[config.mk]
export PLATFORM = sky130hd
export DESIGN_NAME = alu_writeback_stage
export DESIGN_NICKNAME = d
export VERILOG_FILES = /design/src/rtl/alu_pkg.sv /design/src/rtl/alu_writeback_stage_cond_eval.sv /design/src/rtl/alu_writeback_stage.sv
export SDC_FILE = /design/constraint.sdc
export NUM_CORES = 1
export LEC_CHECK = 0
export CAP_MARGIN = 20
export CORE_MARGIN = 8
export CORE_UTILIZATION = 43
export CTS_BUF_LIST = sky130_fd_sc_hd__clkbuf_16
export DETAILED_ROUTE_END_ITERATION = 8
export PLACE_DENSITY = 0.81
export SYNTH_ARGS = -nofsm -noshare
export SYNTH_HDL_FRONTEND = slang
export SYNTH_SLANG_ARGS = --single-unit
[constraint.sdc]
create_clock -name clk -period 2.88 [get_ports clk]
set_input_delay 0.288 -clock clk [delete_from_list [all_inputs] [get_ports clk]]
set_output_delay 0.288 -clock clk [all_outputs]
set_load 0.05 [all_outputs]
[src/rtl/alu_pkg.sv]
`default_nettype none
// ============================================================================
// alu_pkg : opcode, condition-code and NZCV flag definitions shared by the
//           ALU and its downstream stages.
// Rev 1.0
// ============================================================================
package alu_pkg;

    localparam logic [3:0] OP_ADD = 4'd0;
    localparam logic [3:0] OP_SUB = 4'd1;
    localparam logic [3:0] OP_AND = 4'd2;
    localparam logic [3:0] OP_ORR = 4'd3;
    localparam logic [3:0] OP_EOR = 4'd4;
    localparam logic [3:0] OP_LSL = 4'd5;
    localparam logic [3:0] OP_LSR = 4'd6;
    localparam logic [3:0] OP_ASR = 4'd7;
    localparam logic [3:0] OP_ROR = 4'd8;
    localparam logic [3:0] OP_ADC = 4'd9;
    localparam logic [3:0] OP_SBC = 4'd10;
    localparam logic [3:0] OP_CMP = 4'd11;
    localparam logic [3:0] OP_MOV = 4'd12;
    localparam logic [3:0] OP_LDR = 4'd13;
    localparam logic [3:0] OP_STR = 4'd14;
    localparam logic [3:0] OP_NOP = 4'd15;

    localparam logic [3:0] COND_AL = 4'd0;
    localparam logic [3:0] COND_EQ = 4'd1;
    localparam logic [3:0] COND_NE = 4'd2;
    localparam logic [3:0] COND_CS = 4'd3;
    localparam logic [3:0] COND_CC = 4'd4;
    localparam logic [3:0] COND_MI = 4'd5;
    localparam logic [3:0] COND_PL = 4'd6;
    localparam logic [3:0] COND_VS = 4'd7;
    localparam logic [3:0] COND_VC = 4'd8;
    localparam logic [3:0] COND_HI = 4'd9;
    localparam logic [3:0] COND_LS = 4'd10;
    localparam logic [3:0] COND_GE = 4'd11;
    localparam logic [3:0] COND_LT = 4'd12;
    localparam logic [3:0] COND_GT = 4'd13;
    localparam logic [3:0] COND_LE = 4'd14;
    localparam logic [3:0] COND_NV = 4'd15;

    localparam int FLAG_N = 3;
    localparam int FLAG_Z = 2;
    localparam int FLAG_C = 1;
    localparam int FLAG_V = 0;

endpackage
`default_nettype wire

[src/rtl/alu_writeback_stage_cond_eval.sv]
`default_nettype none
// ============================================================================
// cond_eval : combinational condition-code check against NZCV flags.
// Rev 1.0
// ============================================================================
module cond_eval
    import alu_pkg::*;
(
    input  logic [3:0] cond_i,
    input  logic [3:0] flags_i,
    output logic       pass_o
);

    logic w_n, w_z, w_c, w_v;

    assign w_n = flags_i[FLAG_N];
    assign w_z = flags_i[FLAG_Z];
    assign w_c = flags_i[FLAG_C];
    assign w_v = flags_i[FLAG_V];

    always_comb begin
        pass_o = 1'b0;
        case (cond_i)
            COND_AL: pass_o = 1'b1;
            COND_EQ: pass_o = w_z;
            COND_NE: pass_o = !w_z;
            COND_CS: pass_o = w_c;
            COND_CC: pass_o = !w_c;
            COND_MI: pass_o = w_n;
            COND_PL: pass_o = !w_n;
            COND_VS: pass_o = w_v;
            COND_VC: pass_o = !w_v;
            COND_HI: pass_o = w_c && !w_z;
            COND_LS: pass_o = !w_c || w_z;
            COND_GE: pass_o = (w_n == w_v);
            COND_LT: pass_o = (w_n != w_v);
            COND_GT: pass_o = !w_z && (w_n == w_v);
            COND_LE: pass_o = w_z || (w_n != w_v);
            default: pass_o = 1'b0;
        endcase
    end

endmodule
`default_nettype wire

[src/rtl/alu_writeback_stage.sv]
`default_nettype none
// ============================================================================
// alu_writeback_stage : condition check, flag ownership, register write-back
//                       and LDR/STR memory handshake with timeout.
// Rev 1.0
// ============================================================================
module alu_writeback_stage
    import alu_pkg::*;
#(
    parameter int DATA_W      = 32,
    parameter int REG_AW      = 4,
    parameter int TIMEOUT_CYC = 255
)
(
    input  logic              clk,
    input  logic              rst_n,
    input  logic              in_valid_i,
    output logic              in_ready_o,
    input  logic [DATA_W-1:0] in_result_i,
    input  logic [3:0]        in_new_flag_i,
    input  logic [3:0]        in_opcode_i,
    input  logic [3:0]        in_cond_i,
    input  logic              in_s_i,
    input  logic [REG_AW-1:0] in_rd_i,
    input  logic [DATA_W-1:0] in_store_data_i,
    output logic [3:0]        flag_out_o,
    output logic              rf_we_o,
    output logic [REG_AW-1:0] rf_waddr_o,
    output logic [DATA_W-1:0] rf_wdata_o,
    output logic              mem_req_o,
    output logic              mem_we_o,
    output logic [DATA_W-1:0] mem_addr_o,
    output logic [DATA_W-1:0] mem_wdata_o,
    input  logic              mem_gnt_i,
    input  logic              mem_rvalid_i,
    input  logic [DATA_W-1:0] mem_rdata_i,
    output logic              mem_err_o
);

    localparam int                 CNT_W = $clog2(TIMEOUT_CYC + 1);
    localparam logic [CNT_W-1:0]   C_TIMEOUT = CNT_W'(TIMEOUT_CYC);

    typedef enum logic [1:0] {
        ST_IDLE     = 2'd0,
        ST_MEM_REQ  = 2'd1,
        ST_MEM_WAIT = 2'd2
    } state_t;

    state_t              state_q;
    logic [CNT_W-1:0]    cnt_q;
    logic [CNT_W-1:0]    cnt_d;
    logic [3:0]          flag_q;
    logic                rf_we_q;
    logic [REG_AW-1:0]   rf_waddr_q;
    logic [DATA_W-1:0]   rf_wdata_q;
    logic                mem_req_q;
    logic                mem_we_q;
    logic [DATA_W-1:0]   mem_addr_q;
    logic [DATA_W-1:0]   mem_wdata_q;
    logic                mem_err_q;
    logic [REG_AW-1:0]   ld_rd_q;
    logic                w_pass;
    logic                w_accept;
    logic                w_timeout;

    cond_eval u_cond_eval (
        .cond_i  (in_cond_i),
        .flags_i (flag_q),
        .pass_o  (w_pass)
    );

    assign in_ready_o = (state_q == ST_IDLE);
    assign w_accept   = in_valid_i && in_ready_o;
    assign cnt_d      = cnt_q + CNT_W'(1);
    // Abort on the edge where the wait count would reach the limit.
    assign w_timeout  = (cnt_d == C_TIMEOUT);

    always_ff @(posedge clk) begin
        if (!rst_n) begin
            state_q     <= ST_IDLE;
            cnt_q       <= '0;
            flag_q      <= 4'b0000;
            rf_we_q     <= 1'b0;
            rf_waddr_q  <= '0;
            rf_wdata_q  <= '0;
            mem_req_q   <= 1'b0;
            mem_we_q    <= 1'b0;
            mem_addr_q  <= '0;
            mem_wdata_q <= '0;
            mem_err_q   <= 1'b0;
            ld_rd_q     <= '0;
        end else begin
            rf_we_q <= 1'b0;
            case (state_q)
                ST_IDLE: begin
                    if (w_accept && w_pass) begin
                        case (in_opcode_i)
                            OP_CMP: flag_q <= in_new_flag_i;
                            OP_LDR, OP_STR: begin
                                state_q    <= ST_MEM_REQ;
                                cnt_q      <= '0;
                                mem_req_q  <= 1'b1;
                                mem_we_q   <= (in_opcode_i == OP_STR);
                                mem_addr_q <= in_result_i;
                                ld_rd_q    <= in_rd_i;
                                if (in_opcode_i == OP_STR) begin
                                    mem_wdata_q <= in_store_data_i;
                                end
                            end
                            OP_NOP: ;
                            default: begin
                                rf_we_q    <= 1'b1;
                                rf_waddr_q <= in_rd_i;
                                rf_wdata_q <= in_result_i;
                                if (in_s_i) begin
                                    flag_q <= in_new_flag_i;
                                end
                            end
                        endcase
                    end
                end
                ST_MEM_REQ: begin
                    if (mem_gnt_i) begin
                        mem_req_q <= 1'b0;
                        if (mem_we_q) begin
                            mem_we_q <= 1'b0;
                            state_q  <= ST_IDLE;
                        end else if (mem_rvalid_i) begin
                            rf_we_q    <= 1'b1;
                            rf_waddr_q <= ld_rd_q;
                            rf_wdata_q <= mem_rdata_i;
                            state_q    <= ST_IDLE;
                        end else begin
                            cnt_q   <= '0;
                            state_q <= ST_MEM_WAIT;
                        end
                    end else if (w_timeout) begin
                        mem_req_q <= 1'b0;
                        mem_we_q  <= 1'b0;
                        mem_err_q <= 1'b1;
                        state_q   <= ST_IDLE;
                    end else begin
                        cnt_q <= cnt_d;
                    end
                end
                ST_MEM_WAIT: begin
                    if (mem_rvalid_i) begin
                        rf_we_q    <= 1'b1;
                        rf_waddr_q <= ld_rd_q;
                        rf_wdata_q <= mem_rdata_i;
                        state_q    <= ST_IDLE;
                    end else if (w_timeout) begin
                        mem_err_q <= 1'b1;
                        state_q   <= ST_IDLE;
                    end else begin
                        cnt_q <= cnt_d;
                    end
                end
                default: state_q <= ST_IDLE;
            endcase
        end
    end

    assign flag_out_o  = flag_q;
    assign rf_we_o     = rf_we_q;
    assign rf_waddr_o  = rf_waddr_q;
    assign rf_wdata_o  = rf_wdata_q;
    assign mem_req_o   = mem_req_q;
    assign mem_we_o    = mem_we_q;
    assign mem_addr_o  = mem_addr_q;
    assign mem_wdata_o = mem_wdata_q;
    assign mem_err_o   = mem_err_q;

endmodule
`default_nettype wire
Yosys cells after proc, flatten, opt, wreduce, memory -nomap -nowiden:

Index checks and enable logic that the tools add are counted.

* register bits: 122
* input bits: 118
* output and inout port bits: 109
* logic and storage cells: 123

* add/subtract/negate cells: 1
* equal/unequal tests: 33
* multiplexer cells: 49
* bitwise gates (word level): 1
* reductions and logical operators: 27

Operators by type and width (number)
* $mux W32: 5
* $pmux W32 S3: 1
* $mux W8: 7
* $eq A4 B4 Y1 const B: 11
* $mux W4: 6
* $pmux W8 S3: 1
* $eq A4 B3 Y1 const B: 4
* $pmux W1 S15: 1
* $mux W1: 14
* $mux W2: 7
* $pmux W4 S3: 1
* $reduce_and A4 Y1: 3
* $ne A2 B2 Y1 const B: 5
* $ne A3 B3 Y1 const B: 3
* $add A8 B1 Y8 const B: 1
* $eq A4 B2 Y1 const B: 2
* $eq A8 B8 Y1 const B: 1
* $pmux W4 S2: 1
* $pmux W1 S2: 3
* $pmux W2 S3: 1
* $reduce_and A3 Y1: 2
* $reduce_and A6 Y1: 1
* $reduce_bool A2 Y1: 3
* $reduce_and A5 Y1: 1
* 18 further kinds: 26

Logic depth before layout (Yosys ltp):

* depth after elaboration: 6
* mapped depth: 10
* gate-level depth less buffers: 8

Modules after synthesis:

Synthesis repeated with hierarchy kept, for this count alone.

* cells, all modules: 634
* area total of the unflattened synthesis: 5258.8 um^2

Modules (own cells, without submodules)
* alu_writeback_stage: times used 1, cells an instance 605, area each 5061.1 um^2, seq. area each 2442.3 um^2
* cond_eval: times used 1, cells an instance 29, area each 197.7 um^2, seq. area each 0.0 um^2

Least setup slack after synthesis:

OpenSTA, ideal clock, no wires.

* path type: register -> register
* start: register flag_q[2] (netlist: flag_out_o[2])
* end: register cnt_q[1]
* setup time: 0.070 ns
* arrival: 2.418 ns
* required time: 2.810 ns
* path slack: 0.392 ns
* stages on the path, launching flop included: 8
* buffers on the path: 0
* clock period less this slack: 2.488 ns
* cells stage by stage: dfxtp_1 and3b_1 a22oi_1 mux2_4 a21boi_4 o21a_1 or4_1 a21oi_1

* word-level cells in the longest chain between the ends: 6
* elaborated cells between the ends (all ways): 9
* classes of those cells: eq/ne (1); mux (1); reduce/logical (7)

Ends and longest elaborated chain
* from (decl): line alu_writeback_stage.sv:52 `logic [3:0] flag_q;`
* from (signal assigned): line alu_writeback_stage.sv:98 `OP_CMP: flag_q <= in_new_flag_i;`
* from (signal assigned): line alu_writeback_stage.sv:116 `flag_q <= in_new_flag_i;`
* $logic_not A1 Y1: line alu_writeback_stage_cond_eval.sv:26, alu_writeback_stage_cond_eval.sv:33, alu_writeback_stage_cond_eval.sv:37
* $logic_and A1 B1 Y1, on equally long branches: line alu_writeback_stage_cond_eval.sv:37, alu_writeback_stage_cond_eval.sv:33
* $pmux W1 S15 *: line alu_writeback_stage_cond_eval.sv:23 `case (cond_i)`
* $logic_and A1 B1 Y1 *: line alu_writeback_stage.sv:96 `if (w_accept && w_pass) begin`
* $ne A2 B1 Y1 (no line) *
* $reduce_and A6 Y1 (no line) *
* to (signal assigned): line alu_writeback_stage.sv:143 `cnt_q <= cnt_d;`
* to (signal assigned): line alu_writeback_stage.sv:156 `cnt_q <= cnt_d;`
* to (decl): line alu_writeback_stage.sv:50 `logic [CNT_W-1:0] cnt_q;`

Mark *: on every way between the ends. The rest lies on a longest branch, timed or not.
A chain may end at the register's enable or synchronous reset.

Final worst setup path:

* start: register flag_q[2] (netlist: flag_out_o[2])
* end: register mem_we_q (netlist: mem_we_o)

* word-level cells in the longest chain between the ends: 6
* elaborated cells between the ends (all ways): 9
* classes of those cells: eq/ne (1); mux (1); reduce/logical (7)

Ends and longest elaborated chain
* $logic_not A1 Y1: line alu_writeback_stage_cond_eval.sv:26, alu_writeback_stage_cond_eval.sv:33, alu_writeback_stage_cond_eval.sv:37
* $logic_and A1 B1 Y1, on equally long branches: line alu_writeback_stage_cond_eval.sv:37, alu_writeback_stage_cond_eval.sv:33
* $pmux W1 S15 *: line alu_writeback_stage_cond_eval.sv:23
* $logic_and A1 B1 Y1 *: line alu_writeback_stage.sv:96
* $ne A2 B1 Y1 (no line) *
* $reduce_and A4 Y1 (no line) *
* to (signal assigned): line alu_writeback_stage.sv:103 `mem_we_q <= (in_opcode_i == OP_STR);`
* to (decl): line alu_writeback_stage.sv:57 `logic mem_we_q;`

Marked as above.

==> results.py <==
metrics = {
    "flow_run": {
        "maxCapViolations": 0,
    },
    "sta": {
        "final_hold_viol_count": 0,
        "maxSlewViolCount": 0,
        "rsz0062_at_grt": "no",
        "tightest_slew_ps": 819,
        "hold-worst-slack_ps": 424,
        "fmax_mhz": 375,
        "fin_crit_ps": 2660,
        "setup_viol": 0,
        "finalSetupTns_ps": 0,
        "relSlewSlack": 0.453,
        "final.setup_skew_ps": 7.86,
        "timing.final.crit_share": 0.925,
    },
    "power_and_ir_drop": {
        "p_switching_w": 0.00140,
        "p_leak_nw": 2.82,
        "p_int_w": 0.00334,
        "combPwrFrac": 0.203,
        "clockPowerShare": 0.415,
        "seqPwrFrac": 0.383,
        "peakVddDrop_uv": 375,
        "cellPowerDensity_nw_per_um2": 569,
        "swShare": 0.295,
    },
    "floorplanning": {
        "die_x_um": 127,
        "initial_utilization": 0.442,
        "die_y_um": 127,
        "boundaryPins": 227,
        "core-area_um2": 12100,
        "num_rows": 40,
        "die_area_um2": 16200,
    },
    "logic_synthesis": {
        "ys_top_cells_by_area": "dfxtp_1 (46%), nand2_1 (8.5%), mux2i_1 (7.1%), a211oi_1 (5.5%), a21oi_1 (4.4%)",
        "yosys_warnings": 0,
        "synth_top_flop_cell": "dfxtp_1",
        "synth_edf_count": 0,
        "postSynthAreaPerCell_um2": 8.33,
        "yosysTopAreaCellShare": 0.458,
        "syn_inst": 640,
        "ys_seq_area_frac": 0.458,
        "ys_types": 54,
        "synth_seq_cells": 122,
        "syn-cell-area_um2": 5330,
        "synth_top_area_cell": "dfxtp_1",
        "async_reset_ff_frac": 0,
        "syn-num-nets": 765,
    },
    "place": {
        "placed_cell_area_um2": 7760,
        "globalplace.congestion": 0.803,
        "numPortBuffers": 226,
        "dpl.hpwl_um": 13500,
    },
    "final_layout": {
        "area_growth_pct": 56.3,
        "num-nets-final": 979,
        "layout_commonest_cell": "clkdlybuf4s50_1",
        "fillers": 923,
        "layout-drive-gt1-share": 0.0715,
        "diodes": 0,
        "stdcell_area_um2": 8330,
        "final_cell_mix": "clkdlybuf4s50_1 (225), dfxtp_1 (122), nand2_1 (121)",
    },
    "setup_path": {
        "path_max_fanout": 12,
        "critPathArrivalTime_ps": 2990,
        "crit_required_ps": 3210,
        "path_delay_family": "compound AO/OA/AOI/OAI gates",
        "worstPathCellList": "buf_4, mux2_2, a2111oi_0, a21oi_1, a21boi_4, buf_4, o21a_1, o21ai_0, a21oi_1",
        "cp_slowest_stage_delay_ps": 410,
        "r2r_slack_ps": 220,
        "worstSetupStartpointType": "register",
        "path_buf_inv": 2,
        "cp_slowest_cell": "o21a_1",
        "critical_path_class": "register to register",
        "end_kind": "register",
    },
    "routing": {
        "drt-vias-per-instance": 5.33,
        "wl_per_cell_um": 17.8,
        "first_iter_violations": 324,
        "ant_nets": 0,
        "firstDrtPassIters": 5,
        "drc": 0,
        "vias": 5513,
        "drt-total-wl_um": 18400,
    },
    "grt": {
        "grt_pass1_wl_um": 28300,
        "grt_use_total": 0.217,
        "overflow": 0,
        "grt_max_degree": 80,
        "antenna_found_initial": 0,
        "grt_pass1_vias": 5447,
    },
    "clock_tree": {
        "htreeDepth": 4,
        "clock_sinks": 122,
        "cts_tree": "done",
        "cts_max_path_buffers": 2,
        "clkLatencyLatePin_ps": 410,
        "cts-root-buf": "clkbuf_16",
        "clk_pin_slew_ps": 60,
        "cts_inserted_buffers": 17,
    },
    "hold_path": {
        "hold_class": "input port to register",
    },
    "run_status": {
        "status": "complete, no violations",
    },
}
tightest hold or removal path, cell delays in order:
cell and delay, ps:
clkdlybuf4s50_1 400, nand3_1 60, o21ai_1 50
metrics by stage:
| stage | setup slack, ps | total power, W | utilization | cells |
|---|---|---|---|---|
| floorplan | 392 | 0.00238 | - | 640 |
| global placement | -57.1 | 0.00278 | 0.644 | 1002 |
| detailed placement | -204 | 0.00280 | 0.644 | 1002 |
| CTS | 128 | 0.00476 | 0.690 | 1034 |
| global route | 25.7 | 0.00490 | 0.691 | 1035 |
| finish | 217 | 0.00474 | 0.691 | 1035 |
metal layers:
| metal | up-vias | GRT usage | wire [um] |
|---|---|---|---|
| li1 | 2686 | - | - |
| met2 | 233 | 0.385 | 9130 |
| met1 | 2553 | 0.223 | 7000 |
| met3 | 41 | 0.0911 | 1820 |
| met5 | - | 0 | 0 |
| met4 | 0 | 0.0819 | 466 |
path summary, 6_finish.rpt:
| kind | startpoint | endpoint | depth (start not counted) |
|---|---|---|---|
| worst max-delay path | flag_out_o[2]$_SDFFE_PN0P_ | mem_we_o$_SDFFE_PN0P_ | 9 |
| worst min-delay path | in_store_data_i[27] | mem_wdata_o[27]$_SDFFE_PN0P_ | 3 |
| worst max register to register | flag_out_o[2]$_SDFFE_PN0P_ | mem_we_o$_SDFFE_PN0P_ | 9 |
| worst min register to register | mem_addr_o[27]$_SDFFE_PN0P_ | mem_addr_o[27]$_SDFFE_PN0P_ | 2 |
what timing repair did:
item | 4_1_cts | 5_1_grt
resized for setup | 0 | 1
hold buffers | 0 | 0
setup endpoints to repair | 0 | 19
buffers inserted | 0 | 0
layout make-up:
type	count	area, um^2	area share
Clock inverter	15	126	0.0152
Tap cell	168	210	0.0252
Timing Repair Buffer	243	2430	0.292
Sequential cell	122	2440	0.293
Clock buffer	17	425	0.0511
Inverter	9	33.8	0.00406
Multi-Input combinational cell	461	2660	0.319
logic make-up after synthesis:
family,count (synthesis),share of synthesized area
compound gates,160,0.185
simple gates,247,0.206
mux,40,0.0763
flops,122,0.458
fa+ha+maj,8,0.0183
buf+inv,58,0.0479
xor+xnor,5,0.00822
synth_stat cells, drive strengths merged, types with 2 or more instances:
cell	n
or3	2
mux2	2
a21oi	47
inv	9
dfxtp	122
ha	7
nor3	7
o21a	3
nand4	5
a31oi	4
nor2	47
nand2	121
nand3b	3
clkbuf	34
a22oi	2
nand2b	4
nor4	2
a211oi	39
or4	3
nand3	43
buf	15
o21ai	49
nor2b	2
mux2i	38
a2bb2oi	2
o22ai	3
nand4b	2
xnor2	3
xor2	2
sequential cells by signal (all words and copies together) (netlist names):
signal,flops
rf_waddr_o,4
mem_wdata_o,32
mem_addr_o,32
mem_req_o,1
mem_err_o,1
state_q,2
cnt_q,8
flag_out_o,4
ld_rd_q,4
rf_wdata_o,32
rf_we_o,1
mem_we_o,1
power by group through the flow:
stage / clock, W / combinational [W] / sequential, W
after CTS: 0.00199 / 0.000958 / 0.00182
after floorplan: 0 / 0.000265 / 0.00212
final: 0.00197 / 0.000960 / 0.00181
after global placement: 0 / 0.000935 / 0.00185
after global routing: 0.00207 / 0.00101 / 0.00182
after detailed placement: 0 / 0.000952 / 0.00185
(Power assumes the default switching activity.)
